File: src/rtl/ddr3_dfi_phy_sched.sv
// DFI-to-PHY scheduler for a DDR3 PHY: write/read latency delay lines, DQS
// enable shaping, per-lane read slip alignment and runtime latency configuration.
module ddr3_dfi_phy_sched #(
  parameter int DDR3_WIDTH     = 16,
  parameter int DDR3_MASKS     = DDR3_WIDTH / 8,
  parameter int MAX_RW_LATENCY = 16,
  parameter int TPHY_RDLAT     = 4,
  parameter int TPHY_WRLAT     = 3
) (
  input  logic                      clock,
  input  logic                      reset,
  input  logic                      cfg_valid_i,
  input  logic [31:0]               cfg_i,
  output logic                      cfg_ready_o,
  input  logic                      dfi_wrdata_en_i,
  input  logic [2*DDR3_WIDTH-1:0]   dfi_wrdata_i,
  input  logic [2*DDR3_MASKS-1:0]   dfi_wrdata_mask_i,
  input  logic                      dfi_rddata_en_i,
  output logic [2*DDR3_WIDTH-1:0]   dfi_rddata_o,
  output logic                      dfi_rddata_valid_o,
  output logic [1:0]                dfi_rddata_dnv_o,
  output logic [2*DDR3_WIDTH-1:0]   phy_wrdata_o,
  output logic [2*DDR3_MASKS-1:0]   phy_wrmask_o,
  output logic                      phy_dq_oe_o,
  output logic                      phy_dqs_oe_o,
  input  logic [2*DDR3_WIDTH-1:0]   phy_rddata_i,
  output logic                      err_o
);

  localparam int DW    = 2 * DDR3_WIDTH;
  localparam int MW    = 2 * DDR3_MASKS;
  localparam int SR    = MAX_RW_LATENCY;
  localparam int LAT_W = $clog2(MAX_RW_LATENCY + 1);

  logic [LAT_W-1:0]          wr_lat;
  logic [LAT_W-1:0]          rd_lat;
  logic [DDR3_MASKS-1:0]     lane_slip;
  logic [SR-1:0]             wr_sr;
  logic [SR-1:0]             rd_sr;
  logic [SR:0]               wr_ext;
  logic [SR:0]               rd_ext;
  logic [SR-1:0][DW-1:0]     wr_data_sr;
  logic [SR-1:0][MW-1:0]     wr_mask_sr;
  logic [SR:0][DW-1:0]       wr_data_ext;
  logic [SR:0][MW-1:0]       wr_mask_ext;
  logic [DW-1:0]             rd_data_p1;
  logic [DW-1:0]             rd_data_p2;
  logic [DW-1:0]             rd_aligned;
  logic [DW-1:0]             rd_hold;
  logic                      err;
  logic                      ready;
  logic                      dq_oe;
  logic                      dqs_oe;
  logic                      rd_vld;
  logic                      unused_cfg;

  function automatic logic [LAT_W-1:0] clamp_lat(input logic [3:0] v, input int hi);
    int x;
    x = int'(v);
    if (x < 1) x = 1;
    else if (x > hi) x = hi;
    return LAT_W'(x);
  endfunction

  // Index j of each *_ext vector is the value seen j cycles ago (j=0: this cycle).
  assign wr_ext      = {wr_sr, dfi_wrdata_en_i};
  assign rd_ext      = {rd_sr, dfi_rddata_en_i};
  assign wr_data_ext = {wr_data_sr, dfi_wrdata_i};
  assign wr_mask_ext = {wr_mask_sr, dfi_wrdata_mask_i};

  assign ready  = ~|wr_sr & ~|rd_sr & ~dfi_wrdata_en_i & ~dfi_rddata_en_i;
  assign dq_oe  = wr_ext[wr_lat] & ~reset;
  assign dqs_oe = (wr_ext[wr_lat - LAT_W'(1)] | wr_ext[wr_lat] | wr_ext[wr_lat + LAT_W'(1)]) & ~reset;
  assign rd_vld = rd_ext[rd_lat + LAT_W'(2)] & ~reset;

  // Slipped lanes were sampled one cycle later, so they skip the second register.
  for (genvar b = 0; b < MW; b++) begin : g_lane
    assign rd_aligned[8*b +: 8] = lane_slip[b % DDR3_MASKS] ? rd_data_p1[8*b +: 8]
                                                            : rd_data_p2[8*b +: 8];
  end

  assign cfg_ready_o        = reset | ready;
  assign phy_dq_oe_o        = dq_oe;
  assign phy_dqs_oe_o       = dqs_oe;
  assign phy_wrdata_o       = dq_oe ? wr_data_ext[wr_lat] : '0;
  assign phy_wrmask_o       = dq_oe ? wr_mask_ext[wr_lat] : '1;
  assign dfi_rddata_valid_o = rd_vld;
  assign dfi_rddata_o       = reset ? '0 : (rd_vld ? rd_aligned : rd_hold);
  assign dfi_rddata_dnv_o   = 2'b00;
  assign err_o              = err & ~reset;
  assign unused_cfg         = ^{cfg_i[31:16+DDR3_MASKS], cfg_i[15:12], cfg_i[7:4]};

  // Control stage: latency config, enable delay lines, error flag, read hold
  always_ff @(posedge clock) begin
    if (reset) begin
      wr_lat    <= LAT_W'(TPHY_WRLAT);
      rd_lat    <= LAT_W'(TPHY_RDLAT);
      lane_slip <= '0;
      wr_sr     <= '0;
      rd_sr     <= '0;
      err       <= 1'b0;
      rd_hold   <= '0;
    end else begin
      wr_sr <= {wr_sr[SR-2:0], dfi_wrdata_en_i};
      rd_sr <= {rd_sr[SR-2:0], dfi_rddata_en_i};
      if (cfg_valid_i && ready) begin
        wr_lat    <= clamp_lat(cfg_i[3:0], MAX_RW_LATENCY - 2);
        rd_lat    <= clamp_lat(cfg_i[11:8], MAX_RW_LATENCY - 3);
        lane_slip <= cfg_i[16 +: DDR3_MASKS];
      end
      if ((cfg_valid_i && !ready) ||
          (dfi_rddata_en_i && |wr_sr) ||
          (dfi_wrdata_en_i && |rd_sr))
        err <= 1'b1;
      if (rd_vld)
        rd_hold <= rd_aligned;
    end
  end

  // Data stage: write beat delay line and two-deep read capture pipeline
  always_ff @(posedge clock) begin
    wr_data_sr <= {wr_data_sr[SR-2:0], dfi_wrdata_i};
    wr_mask_sr <= {wr_mask_sr[SR-2:0], dfi_wrdata_mask_i};
    rd_data_p1 <= phy_rddata_i;
    rd_data_p2 <= rd_data_p1;
  end

endmodule

File: config.mk
export PLATFORM = sky130hd
export DESIGN_NAME = ddr3_dfi_phy_sched
export DESIGN_NICKNAME = d
export VERILOG_FILES = /design/src/rtl/ddr3_dfi_phy_sched.sv
export SDC_FILE = /design/constraint.sdc
export NUM_CORES = 1
export LEC_CHECK = 0
export ABC_AREA = 1
export BUFFER_PORTS_ARGS = -buffer_cell sky130_fd_sc_hd__buf_2
export CORE_MARGIN = 4
export CORE_UTILIZATION = 35
export CTS_CLUSTER_DIAMETER = 40
export DETAILED_ROUTE_END_ITERATION = 6
export GPL_ROUTABILITY_DRIVEN = 0
export PLACE_DENSITY = 0.52
export SLEW_MARGIN = 5
export SYNTH_ARGS = -nofsm -noshare
export SYNTH_HDL_FRONTEND = slang
export SYNTH_SLANG_ARGS = --single-unit
export TNS_END_PERCENT = 50
File: constraint.sdc
create_clock -name clock -period 6.9 [get_ports clock]
set_clock_uncertainty 0.1 [all_clocks]
set_input_delay 0.345 -clock clock [delete_from_list [all_inputs] [get_ports clock]]
set_output_delay 0.345 -clock clock [all_outputs]
set_load 0.01 [all_outputs]
# Word-level counts from Yosys, hierarchy flattened
# Index checks and enable logic that the tools add are counted.
dict set report word_totals {
  register_bits 717
  input_bits 105
  output_inout_bits 75
  elab_cells 100
}
dict set report op_classes {
  addsub 3
  n_lt_le_gt_ge 8
  mux 24
  bitwise_logic 13
  reduce_logical 11
}
# operator n
set ops {}
lappend ops {{$bmux 32 s5} 1}
lappend ops {{$mux 32} 4}
lappend ops {{$mux 8} 4}
lappend ops {{$reduce_or 16->1} 2}
lappend ops {{$lt 5x6->1 const B} 4}
lappend ops {{$mux 4} 6}
lappend ops {{$bmux 1 s5} 4}
lappend ops {{$bmux 4 s5} 1}
lappend ops {{$gt 4x4->1 const B} 2}
lappend ops {{$lt 4x1->1 const B} 2}
lappend ops {{$and 1x1->1} 7}
lappend ops {{$add 5x1->5 const B} 1}
lappend ops {{$add 5x2->5 const B} 1}
lappend ops {{$sub 5x1->5 const B} 1}
lappend ops {{$logic_and 1x1->1} 4}
lappend ops {{$mux 1} 4}
lappend ops {{$logic_not 1->1} 3}
lappend ops {{$not 1->1} 3}
lappend ops {{$or 1x1->1} 3}
lappend ops {{$logic_or 1x1->1} 2}

# Logic depth before layout (Yosys ltp)
# Gate-level depths: netlist of run 1.
dict set report depth {
  word_depth 9
  mapped_depth 16
  depth_no_buf 12
}

# Least setup slack after synthesis of run 1
# Ideal clock, no wire load.
dict set report synth_timing {
  path_type {reg-to-output}
  from {register wr_lat[0]}
  to {output port phy_dqs_oe_o}
  arrival_time_ns 2.247
  slack_ns 4.208
  stages_incl_launch_ff 16
  path_buffers 5
  path_cell_list {dfxtp_1 > buf_4 > inv_2 > buf_6 > buf_4 > buf_2 > ha_1 > clkbuf_1 > inv_1 > nand3_1 > nand3_1 > nand3_1 > nand3_1 > nand2_1 > nor2_1 > nor2_1}
}
dict set report synth_between {
  elab_chain_len 6
  elab_cells_between_ends 11
  classes_between {add/sub: 2; mux: 6; bitwise: 3}
}
# element line_no
set synth_rtl {}
lappend synth_rtl {{start, declared} 35} ;# logic [LAT_W-1:0] wr_lat;
lappend synth_rtl {{start signal, assigned} 96} ;# wr_lat <= LAT_W'(TPHY_WRLAT);
lappend synth_rtl {{start signal, assigned} 107} ;# wr_lat <= clamp_lat(cfg_i[3:0], MAX_RW_LATENCY - 2);
lappend synth_rtl {{$sub 5x1->5} 73} ;# assign dqs_oe = (wr_ext[wr_lat - LAT_W'(1)] | wr_ext[wr_lat] | wr_ext[wr_lat + LAT_W'(1)]) & ~reset;
lappend synth_rtl {{$bmux 1 s5} 73}
lappend synth_rtl {{$mux 1 (implied by the code)} 73}
lappend synth_rtl {{$or 1x1->1} 73}
lappend synth_rtl {{$or 1x1->1 (*)} 73}
lappend synth_rtl {{$and 1x1->1 (*)} 73}
lappend synth_rtl {{end, declared} 25} ;# output logic phy_dqs_oe_o,
# Mark *: on every way between the ends. The rest lies on a longest branch, timed or not. The select of a mux whose other input is x is not followed.

# Worst setup path after layout of run 1
dict set report layout_timing {
  from {register wr_lat[0]}
  to {output port phy_wrmask_o[3]}
}
dict set report layout_between {
  elab_chain_len 4
  elab_cells_between_ends 6
  classes_between {mux: 5; bitwise: 1}
}
# element line_no
set layout_rtl {}
lappend layout_rtl {{$bmux 1 s5} 72} ;# assign dq_oe = wr_ext[wr_lat] & ~reset;
lappend layout_rtl {{$mux 1 (implied by the code)} 72}
lappend layout_rtl {{$and 1x1->1} 72}
lappend layout_rtl {{$mux 4 (*)} 86} ;# assign phy_wrmask_o = dq_oe ? wr_mask_ext[wr_lat] : '1;
lappend layout_rtl {{end, declared} 23} ;# output logic [2*DDR3_MASKS-1:0] phy_wrmask_o,
# Marked as above.

==> flow_summary.html, run 1 <==
<table>
<tr><th>Metric</th><th>Value</th></tr>
<tr><th colspan="2">Global route</th></tr>
<tr><td>GR Layer Usage met2</td><td>0.2414</td></tr>
<tr><td>Number of global-route vias before repair</td><td>16040</td></tr>
<tr><td>Pin count of the biggest net entering global routing</td><td>118</td></tr>
<tr><td>Most crowded layer after global routing</td><td>met2</td></tr>
<tr><td>GRT overflow</td><td>0</td></tr>
<tr><td>Global-route usage over all layers</td><td>0.1509</td></tr>
<tr><td>Global routing usage on met3</td><td>0.03295</td></tr>
<tr><td>Global-route track usage on met1</td><td>0.2047</td></tr>
<tr><td>First-pass GRT wire length</td><td>83710 µm</td></tr>
<tr><td>Antenna violations before repair</td><td>1</td></tr>
<tr><th colspan="2">Die</th></tr>
<tr><td>Top-level I/O count</td><td>180</td></tr>
<tr><td>Area of the placeable core</td><td>60580 µm²</td></tr>
<tr><td>Die area</td><td>between 60000 and 70000 µm²</td></tr>
<tr><td>Initial core utilization</td><td>0.3551</td></tr>
<tr><td>Die Span Y</td><td>255.9 µm</td></tr>
<tr><td>Floorplan die width</td><td>between 200 and 300 µm</td></tr>
<tr><td>Number of rows created at floorplan</td><td>90</td></tr>
<tr><th colspan="2">Finish</th></tr>
<tr><td>Design Area, Final</td><td>26960 µm²</td></tr>
<tr><td>Ratio of cells with drive above 1 in the final layout</td><td>0.1365</td></tr>
<tr><td>Final core occ</td><td>0.4450</td></tr>
<tr><td>Antenna diode count</td><td>0</td></tr>
<tr><td>Most frequent cells in the layout</td><td>sky130_fd_sc_hd__nand2_1 (706), sky130_fd_sc_hd__dfxtp_1 (675), sky130_fd_sc_hd__nand3_1 (407)</td></tr>
<tr><td>Area growth syn-to-layout</td><td>25.32%</td></tr>
<tr><td>Most frequent standard cell in the layout excluding fill and tap cells</td><td>sky130_fd_sc_hd__nand2_1</td></tr>
<tr><td>Nets@finish</td><td>2728</td></tr>
<tr><th colspan="2">Critical path</th></tr>
<tr><td>Buffers plus inverters on the worst setup path</td><td>5</td></tr>
<tr><td>Crit-path slowest cell</td><td>sky130_fd_sc_hd__buf_4</td></tr>
<tr><td>Delay contributed by the slowest stage of the critical path</td><td>960 ps</td></tr>
<tr><td>Top fanout value on the critical path</td><td>slightly above 100</td></tr>
<tr><td>Worst R2R Start</td><td>rd_lat[1]</td></tr>
<tr><td>Critical Path Source Type</td><td>flop</td></tr>
<tr><td>Family with the most delay on the worst path</td><td>buffers and inverters</td></tr>
<tr><td>FF-to-FF setup slack</td><td>~4100 ps</td></tr>
<tr><td>Depth of the worst register-to-register path</td><td>8</td></tr>
<tr><td>FF-to-FF End</td><td>rd_hold[18]</td></tr>
<tr><td>Critical setup path kind</td><td>reg2out</td></tr>
<tr><td>Worst path cell trace</td><td>buf_4, buf_4, nand2_1, nand3_1, nand3_1, nand3_1, nand2_1, nand2_1, buf_4, inv_1, o211ai_1, buf_2</td></tr>
<tr><td>Sort of element at the end of the critical path</td><td>primary output</td></tr>
<tr><td>Critical path required time</td><td>between 6000 and 7000 ps</td></tr>
<tr><td>CP arrival</td><td>~4500 ps</td></tr>
<tr><th colspan="2">Place</th></tr>
<tr><td>Standard cell area after detailed placement</td><td>22600 µm²</td></tr>
<tr><td>HPWL after detailed placement</td><td>26980 µm</td></tr>
<tr><td>Port-buffer cells</td><td>155</td></tr>
<tr><th colspan="2">Power</th></tr>
<tr><td>Power density normalized to cell area</td><td>about 370 nW/µm²</td></tr>
<tr><td>Leakage power total</td><td>11.87 nW</td></tr>
<tr><td>Worst IR Drop VDD</td><td>0.2406 mV</td></tr>
<tr><th colspan="2">Clock network</th></tr>
<tr><td>Clock sink count</td><td>679</td></tr>
<tr><td>Cts bufs inserted</td><td>between 90 and 100</td></tr>
<tr><td>TritonCTS clock tree</td><td>yes</td></tr>
<tr><td>Resize count post-CTS</td><td>0</td></tr>
<tr><td>Latest clock arrival within the worst-skew pair</td><td>630 ps</td></tr>
<tr><td>Clk Tree Root Cell</td><td>sky130_fd_sc_hd__clkbuf_16</td></tr>
<tr><td>CTS H-tree depth</td><td>3</td></tr>
<tr><td>Number of buffers added for setup after CTS</td><td>0</td></tr>
<tr><td>Clock tree buffer depth</td><td>3</td></tr>
<tr><td>Clock-pin slew on the worst setup and hold paths</td><td>roughly 60 ps</td></tr>
<tr><th colspan="2">Route</th></tr>
<tr><td>Wire per inst</td><td>14.58 µm</td></tr>
<tr><td>Via-to-Cell Ratio</td><td>4.727</td></tr>
<tr><td>Total wire length</td><td>50820 µm</td></tr>
<tr><td>Pre-antenna DRT Iters</td><td>6</td></tr>
<tr><td>Via count</td><td>16470</td></tr>
<tr><td>Number of design-rule violations left by the first detailed-router iteration</td><td>1109</td></tr>
<tr><td>Final routed DRC violation total</td><td>0</td></tr>
<tr><td>Antenna Violating Nets Remaining</td><td>0</td></tr>
<tr><th colspan="2">Logic synthesis</th></tr>
<tr><td>Number of cells produced by synthesis</td><td>2421</td></tr>
<tr><td>Synthesis warning total</td><td>0</td></tr>
<tr><td>Flip-flop and latch count after synthesis</td><td>679</td></tr>
<tr><td>Part of the Yosys area used for sequential elements</td><td>0.6318</td></tr>
<tr><td>Synth Cell Area</td><td>21510 µm²</td></tr>
<tr><td>Count of unique library cells instantiated by Yosys</td><td>32</td></tr>
<tr><td>Mean area per synthesized cell</td><td>8.886 µm²</td></tr>
<tr><th colspan="2">Min path</th></tr>
<tr><td>Hold/Removal Path Class</td><td>in2reg</td></tr>
<tr><td>Hold Crit Start</td><td>cfg_i[3]</td></tr>
<tr><td>Hold Path Cell Cnt</td><td>5</td></tr>
<tr><td>Endpoint, Worst Hold</td><td>wr_lat[3]</td></tr>
<tr><th colspan="2">Timing</th></tr>
<tr><td>Count of endpoints failing setup in the final report</td><td>0</td></tr>
<tr><td>Count of pins over their slew limit</td><td>0</td></tr>
<tr><td>Worst rel slew slack</td><td>0.2216</td></tr>
<tr><td>Final worst path period need</td><td>4968 ps</td></tr>
<tr><td>RSZ-0062 raised after global routing</td><td>false</td></tr>
<tr><td>Transition time at the pin with the least slew margin</td><td>1168 ps</td></tr>
<tr><td>F_max</td><td>201.3 MHz</td></tr>
<tr><td>Final-report hold violation count</td><td>0</td></tr>
<tr><td>Setup TNS</td><td>0 ps</td></tr>
<tr><td>Final worst-path cycle share</td><td>0.7200</td></tr>
<tr><th colspan="2">Status</th></tr>
<tr><td>Status</td><td>finished, final reports clean</td></tr>
<tr><th colspan="2">Flow run</th></tr>
<tr><td>Maxcap violations</td><td>0</td></tr>
</table>
[tightest hold or removal path, stage by stage]
cell and delay (ps):
sky130_fd_sc_hd__buf_2 90, sky130_fd_sc_hd__inv_1 50, sky130_fd_sc_hd__nand3_1 110, sky130_fd_sc_hd__nand2_1 60, sky130_fd_sc_hd__nor2_1 90
[per-layer routing]
layer,wire (µm),vias to the layer above
li1,-,8317
met1,23900,7723
met2,23520,351
met3,2448,79
met4,943,2
met5,13,-
[final cells by class]
type	count	area (µm²)
Clock buffer	114	2594
Clock inverter	69	949.7
Fill cell	5720	33620
Inverter	74	287.8
Multi-Input combinational cell	1514	6830
Sequential cell	679	13600
Tap cell	782	978.4
Timing Repair Buffer	253	1717
[sequential cells by signal, summed over array words and instances, names as in the netlist]
name	count
wr_lat	4
rd_data_p1	32
rd_data_p2	32
rd_hold	32
wr_mask_ext	60
wr_sr	16
wr_data_ext	480
lane_slip	2
rd_lat	4
err	1
rd_sr	16
[how the worst max path moves through the flow]
stage / startpoint / to / depth (start not counted)
detailed placement: wr_lat[0] / phy_wrmask_o[3] / 12
global route: wr_lat[0] / phy_wrmask_o[3] / 12
CTS: wr_lat[0] / phy_wrmask_o[3] / 12
finish: wr_lat[0] / phy_wrmask_o[3] / 12
global placement: wr_lat[0] / phy_wrmask_o[3] / 12
floorplan: wr_lat[0] / phy_dqs_oe_o / 15
[report_power, final]
part           total [W]  switching (W)  internal [W]
combinational   0.000532       0.000318      0.000214
sequential       0.00424      0.0000965       0.00415
clock            0.00522        0.00191       0.00332
total             0.0100        0.00232       0.00767
[logic make-up (layout without fill, tap and decap cells)]
family          after synthesis  in the layout  synth area share
simple gates               1305           1305            0.2545
xor+xnor                      3              3          0.001222
mux                          32             32           0.01570
buf+inv                     229            510           0.05083
fa+ha+maj                     3              3          0.001745
other cells                   1              2         0.0001743
compound gates              169            169           0.04397
flops                       679            679            0.6318
[stage by stage]
stage               cells  hold WS, ps  setup WS, ps  power [W]
floorplan            2422        225.7          4208   0.004656
global placement     3220        228.1          2609   0.004806
detailed placement   3220        234.5          2608   0.004823
CTS                  3485        11.14          1898    0.01012
global route         3485        33.45          1517    0.01040
finish               3485        49.33          1932   0.009995
[repair_timing]
| item | in CTS | in global routing |
|---|---|---|
| endpoints found under the setup margin | 0 | 0 |
| hold buffers | 82 | 0 |
| hold endpoints to repair | 80 | 0 |
[Yosys cell counts, drive strengths merged]
cell | instances | area (µm²)
buf | 110 | 646.9
a211oi | 1 | 7.510
o211ai | 7 | 52.55
o221ai | 3 | 26.28
mux2i | 18 | 180.2
conb | 1 | 3.750
clkbuf | 45 | 168.9
clkinv | 2 | 7.510
nor3 | 27 | 135.1
a21oi | 58 | 290.3
a32o | 1 | 10.01
nand3b | 1 | 7.510
nand4 | 9 | 56.30
nor2 | 152 | 570.6
a31oi | 41 | 256.5
o22ai | 10 | 62.56
nand2 | 709 | 2669
nand3 | 407 | 2037
inv | 72 | 270.3
mux2 | 14 | 157.7
xor2 | 2 | 17.52
dfxtp | 679 | 13590
xnor2 | 1 | 8.760
ha | 3 | 37.54
o21ai | 48 | 240.2
Note: power is estimated with default switching activity, not from simulation.
==> inputs of run 2 (changes only) <==
--- a/config.mk
+++ b/config.mk
@@ -12,7 +12,7 @@
 export CTS_CLUSTER_DIAMETER = 40
 export DETAILED_ROUTE_END_ITERATION = 6
 export GPL_ROUTABILITY_DRIVEN = 0
-export PLACE_DENSITY = 0.52
+export PLACE_DENSITY = 0.54
 export SLEW_MARGIN = 5
 export SYNTH_ARGS = -nofsm -noshare
 export SYNTH_HDL_FRONTEND = slang
==> constraint.sdc (replaced) <==
create_clock -name clock -period 4.05 [get_ports clock]
set_clock_uncertainty 0.1 [all_clocks]
set_input_delay 0.2025 -clock clock [delete_from_list [all_inputs] [get_ports clock]]
set_output_delay 0.2025 -clock clock [all_outputs]
set_load 0.01 [all_outputs]
==> run 2 against run 1 <==
Net effect:
- sequential share of layout area is 0.082 points lower
- sequential power grew 71%
- combinational power grew 73%
- count of clock-buffer cells in the layout is 6 higher
- highest routed layer is now met4
- via count increased by 0.15%
- wire length fell by 0.37%
==> flow_summary.html, run 2 (synthesis gave the netlist of run 1 again) <==
<table>
<tr><th>Metric</th><th>Value</th></tr>
<tr><th colspan="2">Critical path</th></tr>
<tr><td>Critical path required time</td><td>3750 ps (was 6450 ps)</td></tr>
<tr><td>Worst path cell trace</td><td>buf_4, nand3_1, nand3_1, nand3_1, nand2_1, nand2_1, nor3_1, buf_2 (was buf_4, buf_4, nand2_1, nand3_1, nand3_1, nand3_1, nand2_1, nand2_1, buf_4, inv_1, o211ai_1, buf_2)</td></tr>
<tr><td>Critical setup path kind</td><td>reg2out (unchanged)</td></tr>
<tr><td>Delay contributed by the slowest stage of the critical path</td><td>750 ps (was 960 ps)</td></tr>
<tr><td>Worst R2R Start</td><td>rd_lat[1] (unchanged)</td></tr>
<tr><td>Sort of element at the end of the critical path</td><td>primary output (unchanged)</td></tr>
<tr><td>Top fanout value on the critical path</td><td>53 (was 102)</td></tr>
<tr><td>Depth of the worst register-to-register path</td><td>8 (unchanged)</td></tr>
<tr><td>Critical Path Source Type</td><td>flop (unchanged)</td></tr>
<tr><td>FF-to-FF End</td><td>rd_hold[26] (was rd_hold[18])</td></tr>
<tr><td>FF-to-FF setup slack</td><td>1280 ps (was 4120 ps)</td></tr>
<tr><td>Most repeated library cell on the critical path</td><td>sky130_fd_sc_hd__nand3_1</td></tr>
<tr><td>CP arrival</td><td>3620 ps (was 4520 ps)</td></tr>
<tr><td>Crit-path slowest cell</td><td>sky130_fd_sc_hd__nor3_1 (was sky130_fd_sc_hd__buf_4)</td></tr>
<tr><th colspan="2">Die</th></tr>
<tr><td>Floorplan die width</td><td>255.9 µm (unchanged)</td></tr>
<tr><td>Number of rows created at floorplan</td><td>90 (unchanged)</td></tr>
<tr><td>Initial core utilization</td><td>0.3551 (unchanged)</td></tr>
<tr><td>Top-level I/O count</td><td>180 (unchanged)</td></tr>
<tr><td>Die area</td><td>65500 µm² (unchanged)</td></tr>
<tr><td>Area of the placeable core</td><td>60580 µm² (unchanged)</td></tr>
<tr><td>Die Span Y</td><td>255.9 µm (unchanged)</td></tr>
<tr><th colspan="2">Finish</th></tr>
<tr><td>Nets@finish</td><td>2739 (was 2728)</td></tr>
<tr><td>Ratio of cells with drive above 1 in the final layout</td><td>0.1365 (about the same)</td></tr>
<tr><td>Most frequent standard cell in the layout excluding fill and tap cells</td><td>sky130_fd_sc_hd__nand2_1 (unchanged)</td></tr>
<tr><td>Final non-filler cell total</td><td>3493 (was 3485)</td></tr>
<tr><td>Max reg flops</td><td>480 (unchanged)</td></tr>
<tr><td>Antenna diode count</td><td>0 (unchanged)</td></tr>
<tr><td>Most frequent cells in the layout</td><td>sky130_fd_sc_hd__nand2_1 (706), sky130_fd_sc_hd__dfxtp_1 (675), sky130_fd_sc_hd__nand3_1 (407) (unchanged)</td></tr>
<tr><td>Area growth syn-to-layout</td><td>25.52% (was 25.32%)</td></tr>
<tr><th colspan="2">Route</th></tr>
<tr><td>Final routed DRC violation total</td><td>0 (unchanged)</td></tr>
<tr><td>Total wire length</td><td>50630 µm (was 50820 µm)</td></tr>
<tr><td>Via-to-Cell Ratio</td><td>4.723 (was 4.727)</td></tr>
<tr><td>Antenna Violating Nets Remaining</td><td>0 (unchanged)</td></tr>
<tr><td>Number of design-rule violations left by the first detailed-router iteration</td><td>941 (was 1109)</td></tr>
<tr><td>Via count</td><td>16500 (was 16470)</td></tr>
<tr><td>Wire per inst</td><td>14.50 µm (was 14.58 µm)</td></tr>
<tr><td>Pre-antenna DRT Iters</td><td>5 (was 6)</td></tr>
<tr><th colspan="2">Place</th></tr>
<tr><td>HPWL after detailed placement</td><td>27460 µm (was 26980 µm)</td></tr>
<tr><td>Port-buffer cells</td><td>155 (unchanged)</td></tr>
<tr><td>Number of placed cells counting well taps</td><td>3225 (was 3220)</td></tr>
<tr><th colspan="2">Timing</th></tr>
<tr><td>F_max</td><td>254.7 MHz</td></tr>
<tr><td>RSZ-0062 raised after global routing</td><td>false (unchanged)</td></tr>
<tr><td>Final worst path period need</td><td>3926 ps</td></tr>
<tr><td>Worst rel slew slack</td><td>0.2233 (was 0.2216)</td></tr>
<tr><td>Count of pins over their slew limit</td><td>0 (unchanged)</td></tr>
<tr><td>Transition time at the pin with the least slew margin</td><td>1165 ps (was 1168 ps)</td></tr>
<tr><td>Final-report hold violation count</td><td>0 (unchanged)</td></tr>
<tr><td>Count of endpoints failing setup in the final report</td><td>0 (unchanged)</td></tr>
<tr><td>Final worst-path cycle share</td><td>0.9695</td></tr>
<tr><td>Setup TNS</td><td>0 ps (unchanged)</td></tr>
<tr><th colspan="2">Flow run</th></tr>
<tr><td>Maxcap violations</td><td>0 (unchanged)</td></tr>
<tr><th colspan="2">Clock network</th></tr>
<tr><td>Clock tree buffer depth</td><td>3 (unchanged)</td></tr>
<tr><td>Cts bufs inserted</td><td>95 (was 98)</td></tr>
<tr><td>Number of buffers added for setup after CTS</td><td>0 (unchanged)</td></tr>
<tr><td>TritonCTS clock tree</td><td>yes (unchanged)</td></tr>
<tr><td>CTS H-tree depth</td><td>3 (unchanged)</td></tr>
<tr><td>Clk Tree Root Cell</td><td>sky130_fd_sc_hd__clkbuf_16 (unchanged)</td></tr>
<tr><td>Latest clock arrival within the worst-skew pair</td><td>610 ps (was 630 ps)</td></tr>
<tr><td>Clock-pin slew on the worst setup and hold paths</td><td>60 ps (about the same)</td></tr>
<tr><td>Clock sink count</td><td>679 (unchanged)</td></tr>
<tr><th colspan="2">Status</th></tr>
<tr><td>Status</td><td>finished, final reports clean (unchanged)</td></tr>
<tr><th colspan="2">Global route</th></tr>
<tr><td>Antenna violations before repair</td><td>0 (was 1)</td></tr>
<tr><td>Pin count of the biggest net entering global routing</td><td>126 (was 118)</td></tr>
<tr><td>Number of global-route vias before repair</td><td>16350 (was 16040)</td></tr>
<tr><td>First-pass GRT wire length</td><td>83310 µm (was 83710 µm)</td></tr>
<tr><td>GRT overflow</td><td>0 (unchanged)</td></tr>
<tr><td>Global-route usage over all layers</td><td>0.1508 (was 0.1509)</td></tr>
<tr><th colspan="2">Min path</th></tr>
<tr><td>Hold/Removal Path Class</td><td>in2reg (unchanged)</td></tr>
<tr><td>Hold Path Cell Cnt</td><td>2 (was 5)</td></tr>
<tr><td>Endpoint, Worst Hold</td><td>rd_data_p1[11] (was wr_lat[3])</td></tr>
<tr><td>Hold Crit Start</td><td>phy_rddata_i[11] (was cfg_i[3])</td></tr>
<tr><th colspan="2">Power</th></tr>
<tr><td>Power density normalized to cell area</td><td>624.4 nW/µm² (was 370.7 nW/µm²)</td></tr>
<tr><td>Leakage power total</td><td>11.91 nW (was 11.87 nW)</td></tr>
<tr><td>Worst IR Drop VDD</td><td>0.3828 mV (was 0.2406 mV)</td></tr>
</table>
-- run 2: changes by cell type in the layout (fill, tap and decap cells not counted), moves of 3 or more --
cell                            previous run  this run
sky130_fd_sc_hd__buf_4                    16        21
sky130_fd_sc_hd__dlygate4sd3_1            82        91
sky130_fd_sc_hd__clkbuf_8                  6        16
sky130_fd_sc_hd__clkinvlp_4               11         8
sky130_fd_sc_hd__clkinv_8                  4         1
-- run 2: repair_timing --
action,in CTS,in global routing
hold buffers,91,0
gates resized for setup,0,0
endpoints found under the hold margin,111,0
-- run 2: power breakdown --
group          internal (W)  total [W]  leakage (nW)  switching, W
registers           0.00707    0.00723          5.71      0.000162
logic              0.000371   0.000920          4.51      0.000549
clock network       0.00562    0.00871          1.68       0.00309
total                0.0131     0.0169          11.9       0.00380
-- run 2: metrics by stage --
step	worst slack, ps	total power (W)	hold WS, ps	cell area (µm²)	utilization
after floorplan	1500	0.007933	130.2	21520	-
after global placement	818.0	0.008191	206.0	22630	0.3736
after detailed placement	805.5	0.008223	206.1	22630	0.3736
after CTS	98.47	0.01710	49.30	27000	0.4457
after global routing	1.801	0.01755	88.55	27000	0.4457
final	123.7	0.01686	106.9	27000	0.4457
-- run 2: area by class of cell --
class / instances / area, µm²
sequential: 679 / 13600
timing repair buffer: 267 / 1844
tap: 782 / 978.4
clock inverter: 57 / 785.8
fill: 5791 / 33580
inverter: 74 / 287.8
multi-input combinational: 1514 / 6830
clock buffer: 120 / 2674
-- run 2: worst max-delay path by stage --
| stage | start | end | slack, ps |
|---|---|---|---|
| 2_1_floorplan | wr_lat[0] | phy_dqs_oe_o | 1500 |
| 3_3_place_gp | wr_lat[1] | phy_wrdata_o[31] | 820 |
| 3_5_place_dp | wr_lat[1] | phy_wrdata_o[31] | 810 |
| 4_1_cts | wr_lat[1] | phy_wrdata_o[31] | 100 |
| 5_1_grt | wr_lat[1] | phy_wrdata_o[31] | 2 |
| 6_report | wr_lat[1] | phy_wrdata_o[31] | 120 |
-- run 2: routing by layer --
metal,wire length (µm),part of all wire,up-vias,global-route usage
li1,-,-,8338,-
met1,23940,0.47,7750,0.1994
met2,23290,0.46,322,0.2454
met3,2273,0.045,86,0.03275
met4,1131,0.022,0,0.05211
met5,0,0,-,0
-- run 2: worst max-delay path, delay by kind of cell (launching register included) --
family | cells | cell delay (ps)
buffers and inverters | 2 | 840
DFF | 1 | 370
and+or+nand+nor | 6 | 1770
